[config.mk]
export PLATFORM = sky130hd
export DESIGN_NAME = result_uart_tx
export DESIGN_NICKNAME = d
export VERILOG_FILES = /design/src/rtl/result_uart_tx.sv
export SDC_FILE = /design/constraint.sdc
export NUM_CORES = 1
export LEC_CHECK = 0
export ABC_AREA = 1
export BUFFER_PORTS_ARGS = -buffer_cell sky130_fd_sc_hd__buf_2
export CAP_MARGIN = 20
export CORE_MARGIN = 1.5
export CORE_UTILIZATION = 45
export CTS_CLUSTER_SIZE = 8
export DETAILED_ROUTE_END_ITERATION = 8
export PLACE_DENSITY = 0.7
export SLEW_MARGIN = 20
export SYNTH_ARGS = -nofsm -noshare
export SYNTH_HDL_FRONTEND = slang
export SYNTH_SLANG_ARGS = --single-unit
export TNS_END_PERCENT = 30
[constraint.sdc]
create_clock -name clk -period 6.5 [get_ports clk]
set_input_delay 1.95 -clock clk [delete_from_list [all_inputs] [get_ports clk]]
set_output_delay 1.95 -clock clk [all_outputs]
set_load 0.01 [all_outputs]
[src/rtl/result_uart_tx.sv]
// Buffers result words in a small FIFO and sends each one as an 8N1 UART frame: SYNC_BYTE, then data bytes MSB first.
// Latency: a push into an empty FIFO is popped 1 edge later, and tx falls 2 edges after the push; one frame is (BYTES+1)*10*CLKS_PER_BIT cycles.
// Backpressure: in_ready drops while the FIFO is full; a word offered while full is dropped and sets sticky overflow.
module result_uart_tx #(
  parameter int          WORD_W       = 48,
  parameter int          FIFO_DEPTH   = 4,
  parameter int          CLKS_PER_BIT = 868,
  parameter logic [7:0]  SYNC_BYTE    = 8'hA5
) (
  input  logic              clk,
  input  logic              rst_n,
  input  logic              in_valid,
  input  logic [WORD_W-1:0] in_data,
  output logic              in_ready,
  output logic              tx,
  output logic              busy,
  output logic              overflow
);

  localparam int BYTES  = WORD_W / 8;
  localparam int PTR_W  = $clog2(FIFO_DEPTH);
  localparam int CNT_W  = $clog2(FIFO_DEPTH + 1);
  localparam int BAUD_W = $clog2(CLKS_PER_BIT);
  localparam int IDX_W  = $clog2(BYTES + 1);

  localparam logic [BAUD_W-1:0] BAUD_LAST = BAUD_W'(CLKS_PER_BIT - 1);
  localparam logic [IDX_W-1:0]  IDX_LAST  = IDX_W'(BYTES);
  localparam logic [CNT_W-1:0]  CNT_FULL  = CNT_W'(FIFO_DEPTH);

  typedef enum logic [1:0] {IDLE, START, DATA, STOP} state_t;

  state_t              state;
  logic [WORD_W-1:0]   mem [FIFO_DEPTH];
  logic [PTR_W-1:0]    wr_ptr;
  logic [PTR_W-1:0]    rd_ptr;
  logic [CNT_W-1:0]    count;
  logic                push;
  logic                pop;

  logic [BAUD_W-1:0]   baud_cnt;
  logic [2:0]          bit_idx;
  logic [IDX_W-1:0]    byte_idx;
  logic [7:0]          cur_byte;
  logic [WORD_W-1:0]   shreg;

  // The FIFO is only drained by the FSM while it sits in IDLE, so a pop always starts a new frame.
  assign in_ready = (count != CNT_FULL);
  assign push     = in_valid && in_ready;
  assign pop      = (state == IDLE) && (count != '0);
  assign busy     = (state != IDLE) || (count != '0);

  // Storage array: written on accepted pushes only; needs no reset because count guards every read.
  always_ff @(posedge clk) begin
    if (push) mem[wr_ptr] <= in_data;
  end

  // Pointers and occupancy count; a simultaneous push and pop leaves the count unchanged.
  always_ff @(posedge clk or negedge rst_n) begin
    if (!rst_n) begin
      wr_ptr <= '0;
      rd_ptr <= '0;
      count  <= '0;
    end else begin
      if (push) wr_ptr <= wr_ptr + 1'b1;
      if (pop)  rd_ptr <= rd_ptr + 1'b1;
      case ({push, pop})
        2'b10:   count <= count + 1'b1;
        2'b01:   count <= count - 1'b1;
        default: count <= count;
      endcase
    end
  end

  // Sticky drop indicator, cleared only by reset.
  always_ff @(posedge clk or negedge rst_n) begin
    if (!rst_n) begin
      overflow <= 1'b0;
    end else if (in_valid && !in_ready) begin
      overflow <= 1'b1;
    end
  end

  // Frame sequencer. tx is registered from the current state, so the line lags the state by one cycle
  // but every bit still lasts exactly CLKS_PER_BIT cycles.
  always_ff @(posedge clk or negedge rst_n) begin
    if (!rst_n) begin
      state    <= IDLE;
      tx       <= 1'b1;
      baud_cnt <= '0;
      bit_idx  <= '0;
      byte_idx <= '0;
      cur_byte <= '0;
      shreg    <= '0;
    end else begin
      case (state)
        IDLE: begin
          tx <= 1'b1;
          if (count != '0) begin
            shreg    <= mem[rd_ptr];
            cur_byte <= SYNC_BYTE;
            byte_idx <= '0;
            bit_idx  <= '0;
            baud_cnt <= '0;
            state    <= START;
          end
        end
        START: begin
          tx <= 1'b0;
          if (baud_cnt == BAUD_LAST) begin
            baud_cnt <= '0;
            state    <= DATA;
          end else begin
            baud_cnt <= baud_cnt + 1'b1;
          end
        end
        DATA: begin
          tx <= cur_byte[bit_idx];
          if (baud_cnt == BAUD_LAST) begin
            baud_cnt <= '0;
            if (bit_idx == 3'd7) begin
              bit_idx <= '0;
              state   <= STOP;
            end else begin
              bit_idx <= bit_idx + 1'b1;
            end
          end else begin
            baud_cnt <= baud_cnt + 1'b1;
          end
        end
        STOP: begin
          tx <= 1'b1;
          if (baud_cnt == BAUD_LAST) begin
            baud_cnt <= '0;
            if (byte_idx < IDX_LAST) begin
              // Next data byte follows the stop bit with no idle gap.
              cur_byte <= shreg[WORD_W-1 -: 8];
              shreg    <= shreg << 8;
              byte_idx <= byte_idx + 1'b1;
              state    <= START;
            end else begin
              state <= IDLE;
            end
          end else begin
            baud_cnt <= baud_cnt + 1'b1;
          end
        end
        default: state <= IDLE;
      endcase
    end
  end

endmodule
Yosys cells after proc, flatten, opt, wreduce, memory -nomap -nowiden
Memories as Yosys holds them, arrays and structs flattened.
Cells that the tools add are included.
{"block": "op_classes", "add_sub_neg": 7, "reduce_logical": 16, "n_mux": 31, "n_eq_ne": 14, "order_cmp": 2}
{"cell": "$mux 48", "count": 3}
{"cell": "$pmux 48 s2", "count": 1}
{"cell": "$mux 8", "count": 3}
{"cell": "$mux 10", "count": 2}
{"cell": "$pmux 10 s2", "count": 1}
{"cell": "$pmux 3 s2", "count": 3}
{"cell": "$pmux 8 s2", "count": 1}
{"cell": "$mux 3", "count": 5}
{"cell": "$add 10x1->10 const B", "count": 1}
{"cell": "$eq 10x10->1 const B", "count": 1}
{"cell": "$mux 2", "count": 5}
{"cell": "$ne 2x2->1 const B", "count": 5}
{"cell": "$add 3x1->3 const B", "count": 3}
{"cell": "$pmux 2 s4", "count": 1}
{"cell": "$reduce_bool 2->1", "count": 4}
{"cell": "$eq 2x2->1 const B", "count": 3}
{"cell": "$reduce_and 5->1", "count": 1}
{"cell": "$add 2x1->2 const B", "count": 2}
{"cell": "$eq 2x1->1 const B", "count": 2}
{"cell": "$lt 3x4->1 const B", "count": 1}
{"cell": "$mux 1", "count": 4}
{"cell": "$reduce_and 4->1", "count": 1}
{"cell": "$bmux 1 s3", "count": 1}
{"cell": "$eq 3x3->1 const B", "count": 1}
{"cell": "other kinds (13)", "count": 15}
{"block": "word_totals", "output_inout_bits": 4, "n_memories": 1, "wordCells": 82, "ff_bits": 83, "inputBits": 51, "ramBits": 192}
{"memory": "mem", "depth": 4, "width": 48, "read_ports": 1, "rd_clocked_by_memory_dff": 0, "write_ports": 1, "line_no": "33", "rtl": "logic [WORD_W-1:0] mem [FIFO_DEPTH];"}

Depth between registers and ports, before layout
Gate-level depths: netlist of the first run.
{"block": "logic_depth", "word_depth": 4, "depth_mapped": 10, "ltp_nobuf": 10}

Worst setup path after synthesis of the first run
OpenSTA, ideal clock, no wires.
{"block": "synth_timing", "kind": "input-to-reg", "startpoint": "input port in_valid", "endpoint": "memory mem[0][0] (enable)", "path_buffers": 0, "t_required_ps": 6046, "path_stages": 2, "setup_ps": 454, "arrival_time_ps": 4148, "slack_ps": 1898, "path_cell_list": "nand2_1 nor2_1"}
{"block": "synth_between", "elab_chain_len": 3}
{"element": "start, declared", "line_no": "12", "rtl": "input logic in_valid,"}
{"element": "$logic_and 1x1->1", "line_no": "48", "rtl": "assign push = in_valid && in_ready;"}
{"element": "$mux 1", "line_no": "54", "rtl": "if (push) mem[wr_ptr] <= in_data;"}
{"element": "$mux 1 (implied by the code)", "line_no": "54"}
{"element": "end, declared", "line_no": "33"}
No other way between the ends.

Final worst setup path of the first run
{"block": "layout_timing", "startpoint": "register state[0]", "endpoint": "output port busy"}
{"block": "layout_between", "elab_chain_len": 2}
{"element": "start, declared", "line_no": "32", "rtl": "state_t state;"}
{"element": "start signal, assigned", "line_no": "87", "rtl": "state <= IDLE;"}
{"element": "start signal, assigned", "line_no": "104", "rtl": "state <= START;"}
{"element": "start signal, assigned", "line_no": "111", "rtl": "state <= DATA;"}
{"element": "$reduce_bool 2->1", "line_no": "50", "rtl": "assign busy = (state != IDLE) || (count != '0);"}
{"element": "$logic_or 1x1->1", "line_no": "50"}
{"element": "end, declared", "line_no": "16", "rtl": "output logic busy,"}
No other way between the ends.

==> run summary, run 1 <==
Hold-critical path depth - 1
Slew Limit Headroom - 0.272
Clock share of power - 0.425
R2R Path Start - state[1]
Worst path bufs/invs - 4
Slew @ Worst Pin - 1090 ps
Core Rows - 58
Layout area overhead - 14.7%
RSZ-0062 raised after global routing - no
Primary FF master, synth - edfxtp_1
R2r setup slk - 2700 ps
Setup WS pre-CTS - 2420 ps
NetSw - 1100 uW
CTS root buffer - clkbuf_16
Share of cells above drive strength 1 - 0.130
Status - completed
CTS clk-pin slew, worst paths - 50 ps
Pint - 3450 uW
Hold Buf Count CTS - 0
First-pass GRT wire length - 39.0 mm
Post-route setup slack - 2510 ps
Setup TNS Final - 0 ps
Worst path slowest cell - dfrtp_1
GRT Residual Overflow - 0
Ports - 55
Synth cell types - 38
Sequential Power Share - 0.488
PortBufs - 54
DR iter-0 viols - 753
Chip width - 164 microns
Final nets - 1,206
Clk buf depth - 3
Clk Latency, worst-skew pair - 540 ps
Final hold violations - 0
Crit path max-delay family - buffers and inverters
Pwr Density - 341 nW/um^2
Tmin final - 3990 ps
Slew Limit Fails - 0
Drt total wl - 24.2 mm
Router iterations before antenna repair - 5
DRC Markers - 0
Vias per cell - 5.16
Filler Cell Count - 2,147
Syn Inst Count - 1,092
Post-CTS sizing - 0
FMAX - 0.250 GHz
CP endpoint kind - output pin
CTS tree - yes
Antenna violations before repair - 0
Syn Area/Cell - 10.7 sq um
Top cells by count, synth - nand2_1 (424), edfxtp_1 (192), nand3_1 (177)
Ranking of synthesized cells by area - edfxtp_1 (50%), dfrtp_1 (18%), nand2_1 (14%)
RePlAce Congestion - 0.739
Htree depth - 2
Worst r2r path cells - 8
Leak - 0.00546 uW
Register bit total from synthesis - 275
CTS Sinks - 275
Setup-failing EPs final - 0
Die Ht - 164 microns
Crit path cell chain - inv_1 > ha_1 > inv_2 > nor2_4 > inv_2 > buf_2
Post-synth top area share - 0.496
Endpoint, Worst Hold - overflow
Seq/Total Area, Yosys - 0.674
Via count - 7,747
GRT Total Usage - 0.186
Yosys top cell by area - edfxtp_1
Worst Hold Class - reg2reg
Pin count of the biggest net entering global routing - 96
Final HPWL DP - 13.6 mm
CP most frequent cell - inv_2
Worst Setup Start Kind - flop
CP max FO - 9
Worst Hold Launch - overflow
EDFF count, synth - 192
Gate power share - 0.087
Synth Cell Area - 11,600 sq um
Max-cap viol count - 0
Critical Path AT - 2040 ps
Routed wire per std cell - 16.1 microns
WS Path Type - reg2out
Final setup skew - 27.1 ps
Remaining antenna violation count - 0
DIE AREA - 26,800 sq um
Mapped Nets - 1,158
Initial Util - 0.461
Diode count - 0
WP data required - 4550 ps
Core area - 25,300 sq um
Max rail drop VDD - 0.000256 V
Most common cell in the netlist - nand2_1
Setup repair bufs after CTS - 0
Worst path max stage delay - 420 ps
Ys async rst share - 0.302
Sw Share - 0.242
Yosys warning total - 0
Reg-to-reg endpoint - shreg[1]
Num CTS Buffers - 40
Crit share post-route - 0.615
Vias in the first global route - 7,632
sequential cells by signal (all words and copies together) (netlist names):
signal and flops:
rd_ptr 2, byte_idx 3, state 2, overflow 1, mem 192, cur_byte 8
baud_cnt 10, wr_ptr 2, bit_idx 3, tx 1, count 3, shreg 48
worst reg2reg max path, stage by stage, from the launching register on:
cell      delay [ps]
dfrtp_1          420
ha_2             190
buf_4            430
inv_4            410
a21oi_4          390
o21bai_4         480
nand3_4          890
nand2_1          390
o21ai_2           90
stage by stage:
step | total power (uW) | hold WS (ps) | area [sq um] | cells | utilization
5_1_grt | 4730 | 492 | 13300 | 1502 | 0.528
6_report | 4550 | 460 | 13300 | 1502 | 0.528
4_1_cts | 4600 | 466 | 13300 | 1501 | 0.527
3_3_place_gp | 2640 | 450 | 12100 | 1427 | 0.480
3_5_place_dp | 2660 | 454 | 12100 | 1427 | 0.480
2_1_floorplan | 2490 | 442 | 11600 | 1092 | -
worst max path at each step:
stage                       to  cells after the start  startpoint  slack [ps]
floorplan            mem[0][0]                      2    in_valid        1900
global placement    mem[3][34]                      4    in_valid        2430
global route              busy                      6    state[0]        2410
finish                    busy                      6    state[0]        2510
detailed placement  mem[2][36]                      4    in_valid        2420
CTS                       busy                      6    state[0]        2480
logic make-up after synthesis:
| group | share of synthesized area |
|---|---|
| buffers and inverters | 0.0375 |
| XOR/XNOR | 0.00602 |
| adder cells (fa/ha/maj) | 0.0168 |
| flip-flops | 0.674 |
| AND/OR/NAND/NOR | 0.232 |
| AO/OA/AOI/OAI | 0.0332 |
cell type report:
type | count | area [sq um] | share of cell area
Clock buffer | 71 | 1140 | 0.0852
Clock inverter | 3 | 68.8 | 0.00516
Inverter | 32 | 123 | 0.00919
Multi-Input combinational cell | 727 | 3390 | 0.254
Sequential cell | 275 | 7850 | 0.588
Tap cell | 330 | 413 | 0.0309
Timing Repair Buffer | 64 | 368 | 0.0276
power by group through the flow:
stage / logic (uW) / clock network [uW] / registers, uW
after floorplan: 234 / 0 / 2260
after global placement: 397 / 0 / 2250
after detailed placement: 407 / 0 / 2250
after CTS: 410 / 1970 / 2220
after global routing: 450 / 2040 / 2240
final: 398 / 1930 / 2220
layer usage:
layer	share of wire	GRT usage	wire, microns
met1	0.44	0.238	10600
met2	0.50	0.320	12100
met3	0.039	0.0293	951
met4	0.024	0.0727	578
met5	0	0	0
layout by cell type, fill, tap and decap left out, drive strengths merged, types with 2 or more instances in the layout:
master / netlist / final
or2: 5 / 5
nand3b: 2 / 2
edfxtp: 192 / 192
nand3: 179 / 179
nor2: 28 / 28
nor3: 2 / 2
clkbuf: 18 / 71
nand4: 2 / 2
dfrtp: 82 / 82
xnor2: 3 / 3
ha: 14 / 14
o22ai: 3 / 3
xor2: 5 / 5
a21oi: 24 / 24
o21ai: 32 / 32
nand2: 425 / 425
buf: 40 / 64
clkinv: 0 / 2
inv: 32 / 33
No activity file was read; power rests on OpenSTA's default activity.
==> inputs of run 2 (changes only) <==
==> constraint.sdc (replaced) <==
create_clock -name clk -period 4 [get_ports clk]
set_input_delay 1.2 -clock clk [delete_from_list [all_inputs] [get_ports clk]]
set_output_delay 1.2 -clock clk [all_outputs]
set_load 0.01 [all_outputs]
==> run 2 against run 1 <==
  * Hold slack better by 1.3 ps
  * Wire length is 1.1% higher
  * Clock power is 59% higher
  * Clock skew decreased by 9.4 ps
  * Sequential cell count stayed put
  * Die area did not move
  * Count of clock-buffer cells in the layout down 2
  * Sequential share of layout area about the same
  * Combinational power is 71% higher
==> run summary, run 2 (synthesis gave the netlist of run 1 again) <==
Worst path slowest cell - dfrtp_1
Setup-failing EPs final - 0
Sequential Power Share - 0.491
Worst path bufs/invs - 4
Setup TNS Final - 0 ps
DIE AREA - 26,800 sq um
Router iterations before antenna repair - 5
Slew @ Worst Pin - 1090 ps
GRT Total Usage - 0.193
Worst path max stage delay - 420 ps
First-pass GRT wire length - 40.2 mm
Worst Setup Start Kind - flop
Post-route cell area - 13,300 sq um
Critical Path AT - 2010 ps
NetSw - 1760 uW
Crit share post-route - 0.803
CP endpoint kind - output pin
Ports - 55
Drt total wl - 24.5 mm
PortBufs - 54
DR iter-0 viols - 587
Clk buf depth - 3
WS Path Type - reg2out
Final nets - 1,210
Share of cells above drive strength 1 - 0.132
Core area - 25,300 sq um
Number of flip-flops in the largest register - 192
Htree depth - 2
Num CTS Buffers - 40
CP most frequent cell - inv_2
CTS clk-pin slew, worst paths - 50 ps
Post-CTS sizing - 0
Final setup skew - 17.7 ps
Chip width - 164 microns
Final hold violations - 0
Slew Limit Fails - 0
Crit path max-delay family - buffers and inverters
Initial Util - 0.461
Layout area overhead - 14.8%
Diode count - 0
CTS Sinks - 275
Sw Share - 0.240
Die Ht - 164 microns
Most frequent cells in the layout - nand2_1 (424), edfxtp_1 (192), nand3_1 (177), dfrtp_1 (80), buf_2 (53)
Biggest regs - mem (192), shreg (48), baud_cnt (10)
Clock share of power - 0.416
Tot Pwr - 7350 uW
FMAX - 0.311 GHz
Final HPWL DP - 13.4 mm
Hold Buf Count CTS - 0
RSZ-0062 raised after global routing - no
Pwr Density - 551 nW/um^2
Status - completed
Largest register by flop count - mem
Crit path cell chain - inv_1 > ha_1 > inv_2 > nor2_4 > inv_2 > buf_2
Leak - 0.00546 uW
Placed Area - 12,200 sq um
Vias per cell - 5.22
Slew Limit Headroom - 0.274
Max-cap viol count - 0
Worst Hold Class - reg2reg
Antenna violations before repair - 0
Core Rows - 58
CTS root buffer - clkbuf_16
Pin count of the biggest net entering global routing - 98
Routed wire per std cell - 16.3 microns
Pint - 5590 uW
Vias in the first global route - 7,810
WP data required - 2800 ps
Commonest non-fill, non-tap cell in the layout - nand2_1
Gate power share - 0.093
Tmin final - 3210 ps
CTS tree - yes
CP max FO - 9
GRT Residual Overflow - 0
DRC Markers - 0
Clk Latency, worst-skew pair - 520 ps
Max rail drop VDD - 0.000339 V
Setup repair bufs after CTS - 0
RePlAce Congestion - 0.763
Remaining antenna violation count - 0
Filler Cell Count - 2,193
Via count - 7,863
run 2: cell count changes in the layout (fill, tap and decap cells not counted):
cell / delta
buf_12: +3
buf_16: -1
buf_4: +2
clkbuf_8: -2
clkinv_16: -2
clkinv_2: +2
clkinv_8: +1
inv_16: +1
inv_2: -1
run 2: per-layer routing:
metal,vias to the layer above,GRT usage,wire (microns)
met5,-,0,0
met4,0,0.0607,534
met3,50,0.0316,1170
met2,171,0.333,12500
met1,3831,0.248,10300
li1,3811,-,-
run 2: worst reg2reg max path: stages (launching register included):
cell	delay, ps
dfrtp_1	420
inv_1	140
ha_1	270
inv_2	100
o21bai_4	800
nand3_4	90
buf_4	390
nand2_1	250
o21ai_2	60
run 2: final cells by class:
type                       instances  area [sq um]  area share
sequential                       275          7850       0.588
multi-input combinational        727          3390       0.254
inverter                          32           124     0.00928
clock buffer                      69          1110      0.0831
timing repair buffer              68           415      0.0311
clock inverter                     4          50.0     0.00375
tap                              330           413      0.0309
run 2: metrics by stage:
| step | instances | util | setup WS [ps] | hold WS [ps] |
|---|---|---|---|---|
| floorplan | 1092 | - | 148 | 442 |
| global placement | 1432 | 0.483 | 1100 | 445 |
| detailed placement | 1432 | 0.483 | 1090 | 455 |
| CTS | 1505 | 0.528 | 778 | 467 |
| global route | 1505 | 0.529 | 669 | 491 |
| finish | 1505 | 0.529 | 787 | 461 |
run 2: final timing paths:
kind / to / depth (start not counted) / from / slack, ps
max in group asynchronous: tx / 2 / rst_n / 2560
min reg2reg: overflow / 1 / overflow / 460
max reg2reg: shreg[7] / 8 / state[0] / 1340
min: overflow / 1 / overflow / 460
min in group asynchronous: count[1] / 1 / rst_n / 700
max: busy / 6 / state[0] / 790
run 2: power groups by stage:
stage | clock network (uW) | registers [uW] | logic (uW)
floorplan | 0 | 3670 | 380
global placement | 0 | 3650 | 685
detailed placement | 0 | 3660 | 702
CTS | 3110 | 3610 | 704
global route | 3250 | 3640 | 766
finish | 3060 | 3610 | 682
==> inputs of run 3 (changes only) <==
==> constraint.sdc (replaced) <==
create_clock -name clk -period 3.1 [get_ports clk]
set_input_delay 0.93 -clock clk [delete_from_list [all_inputs] [get_ports clk]]
set_output_delay 0.93 -clock clk [all_outputs]
set_load 0.01 [all_outputs]
==> run 3 against run 2 <==
  * Total power increased by 30%
  * First-iteration DRC count increased by 10%
  * Worst setup slack got worse by 640 ps
  * Non-clock buffer count increased by 9
  * Cell count increased by 0.60%
  * Register-to-register slack got worse by 500 ps
  * Wire length increased by 2.5%
  * Critical path type unchanged
  * Largest cell class unchanged
==> run summary, run 3 (synthesis gave the netlist of run 1 again) <==
Diode count - 0
Setup repair bufs after CTS - 0
Clk buf depth - 3
Htree depth - 2
Setup-failing EPs final - 0
Pwr Density - 713 nW/um^2
CTS tree - yes
Status - completed
Slew Limit Fails - 0
Clk Latency, worst-skew pair - 550 ps
Initial Util - 0.461
Vias per cell - 5.17
Number of flip-flops in the largest register - 192
Final setup skew - 33.1 ps
DR iter-0 viols - 647
CP most frequent cell - inv_2
Via count - 7,827
Post-route setup slack - 148 ps
Register Area - 7850 sq um
WP data required - 2170 ps
Commonest non-fill, non-tap cell in the layout - nand2_1
Num CTS Buffers - 40
RePlAce Congestion - 0.811
Largest register by flop count - mem
Max-cap viol count - 0
Chip width - 164 microns
Slew @ Worst Pin - 695 ps
DRC Markers - 0
WS Path Type - reg2out
Post-CTS sizing - 0
Remaining antenna violation count - 0
Slew Limit Headroom - 0.536
Drt total wl - 25.1 mm
FMAX - 0.339 GHz
PortBufs - 54
Layout area overhead - 15.5%
Router iterations before antenna repair - 4
Vias in the first global route - 7,764
Core Rows - 58
GRT Residual Overflow - 0
Ports - 55
Worst Hold Class - in2async
CTS clk-pin slew, worst paths - 50 ps
RSZ-0062 raised after global routing - no
Multi-input logic area - 3390 sq um
Most frequent cells in the layout - nand2_1 (424), edfxtp_1 (192), nand3_1 (177), dfrtp_1 (80), buf_2 (53)
CTS Sinks - 275
CP endpoint kind - output pin
Setup WS pre-CTS - 689 ps
Hold Buf Count CTS - 0
Biggest regs - mem (192), shreg (48), baud_cnt (10)
Worst path slowest cell - dfrtp_1
CTS root buffer - clkbuf_16
Final nets - 1,219
GRT Total Usage - 0.194
Die Ht - 164 microns
Worst path max stage delay - 420 ps
Filler Cell Count - 2,189
Final HPWL DP - 14.2 mm
Share of cells above drive strength 1 - 0.139
Crit path cell chain - inv_1 > ha_1 > inv_2 > nor2_4 > inv_2 > buf_2
Tmin final - 2950 ps
Antenna violations before repair - 0
Core area - 25,300 sq um
First-pass GRT wire length - 40.1 mm
DIE AREA - 26,800 sq um
Critical Path AT - 2020 ps
Fin util - 0.532
Max rail drop VDD - 0.000482 V
Routed wire per std cell - 16.6 microns
Setup TNS Final - 0 ps
CP max FO - 9
Crit share post-route - 0.952
Worst Setup Start Kind - flop
Leak - 0.00552 uW
Final hold violations - 0
Pin count of the biggest net entering global routing - 97
run 3: metal layers:
metal	up-vias	routed length [microns]	global-route usage
li1	3812	-	-
met1	3786	10800	0.250
met2	183	12500	0.332
met3	46	1240	0.0323
met4	0	539	0.0649
met5	-	0	0
run 3: report_power, final:
part	total, uW	internal (uW)	switching (uW)
clock	4040	2460	1580
combinational	879	241	638
sequential	4660	4530	121
total	9570	7240	2340
run 3: layout make-up:
type,count,share of cell area
clock buffer,69,0.0833
inverter,32,0.00913
sequential,275,0.584
clock inverter,4,0.00549
tap,330,0.0307
timing repair buffer,77,0.0350
multi-input combinational,727,0.252
run 3: final timing paths:
path / slack (ps) / startpoint / cells after the start / endpoint
max in group asynchronous: 2050 / rst_n / 2 / wr_ptr[0]
min in group clk: 460 / overflow / 1 / overflow
min: 380 / rst_n / 1 / count[2]
max reg2reg: 840 / state[0] / 10 / count[2]
max: 150 / state[0] / 6 / busy
min reg2reg: 460 / overflow / 1 / overflow
run 3: metrics by stage:
step	instance area, sq um	total power [uW]	std cells	hold WS [ps]
3_3_place_gp	12200	5580	1441	447
5_1_grt	13400	9920	1514	433
2_1_floorplan	11600	5220	1092	442
3_5_place_dp	12200	5620	1441	453
4_1_cts	13400	9670	1514	397
6_report	13400	9570	1514	378
run 3: critical path: cells and delay by family, from the launching register on:
kind | cells | cell delay, ps
and+or+nand+nor | 1 | 260
DFF | 1 | 420
buffers and inverters | 4 | 540
adders and majority gates | 1 | 260
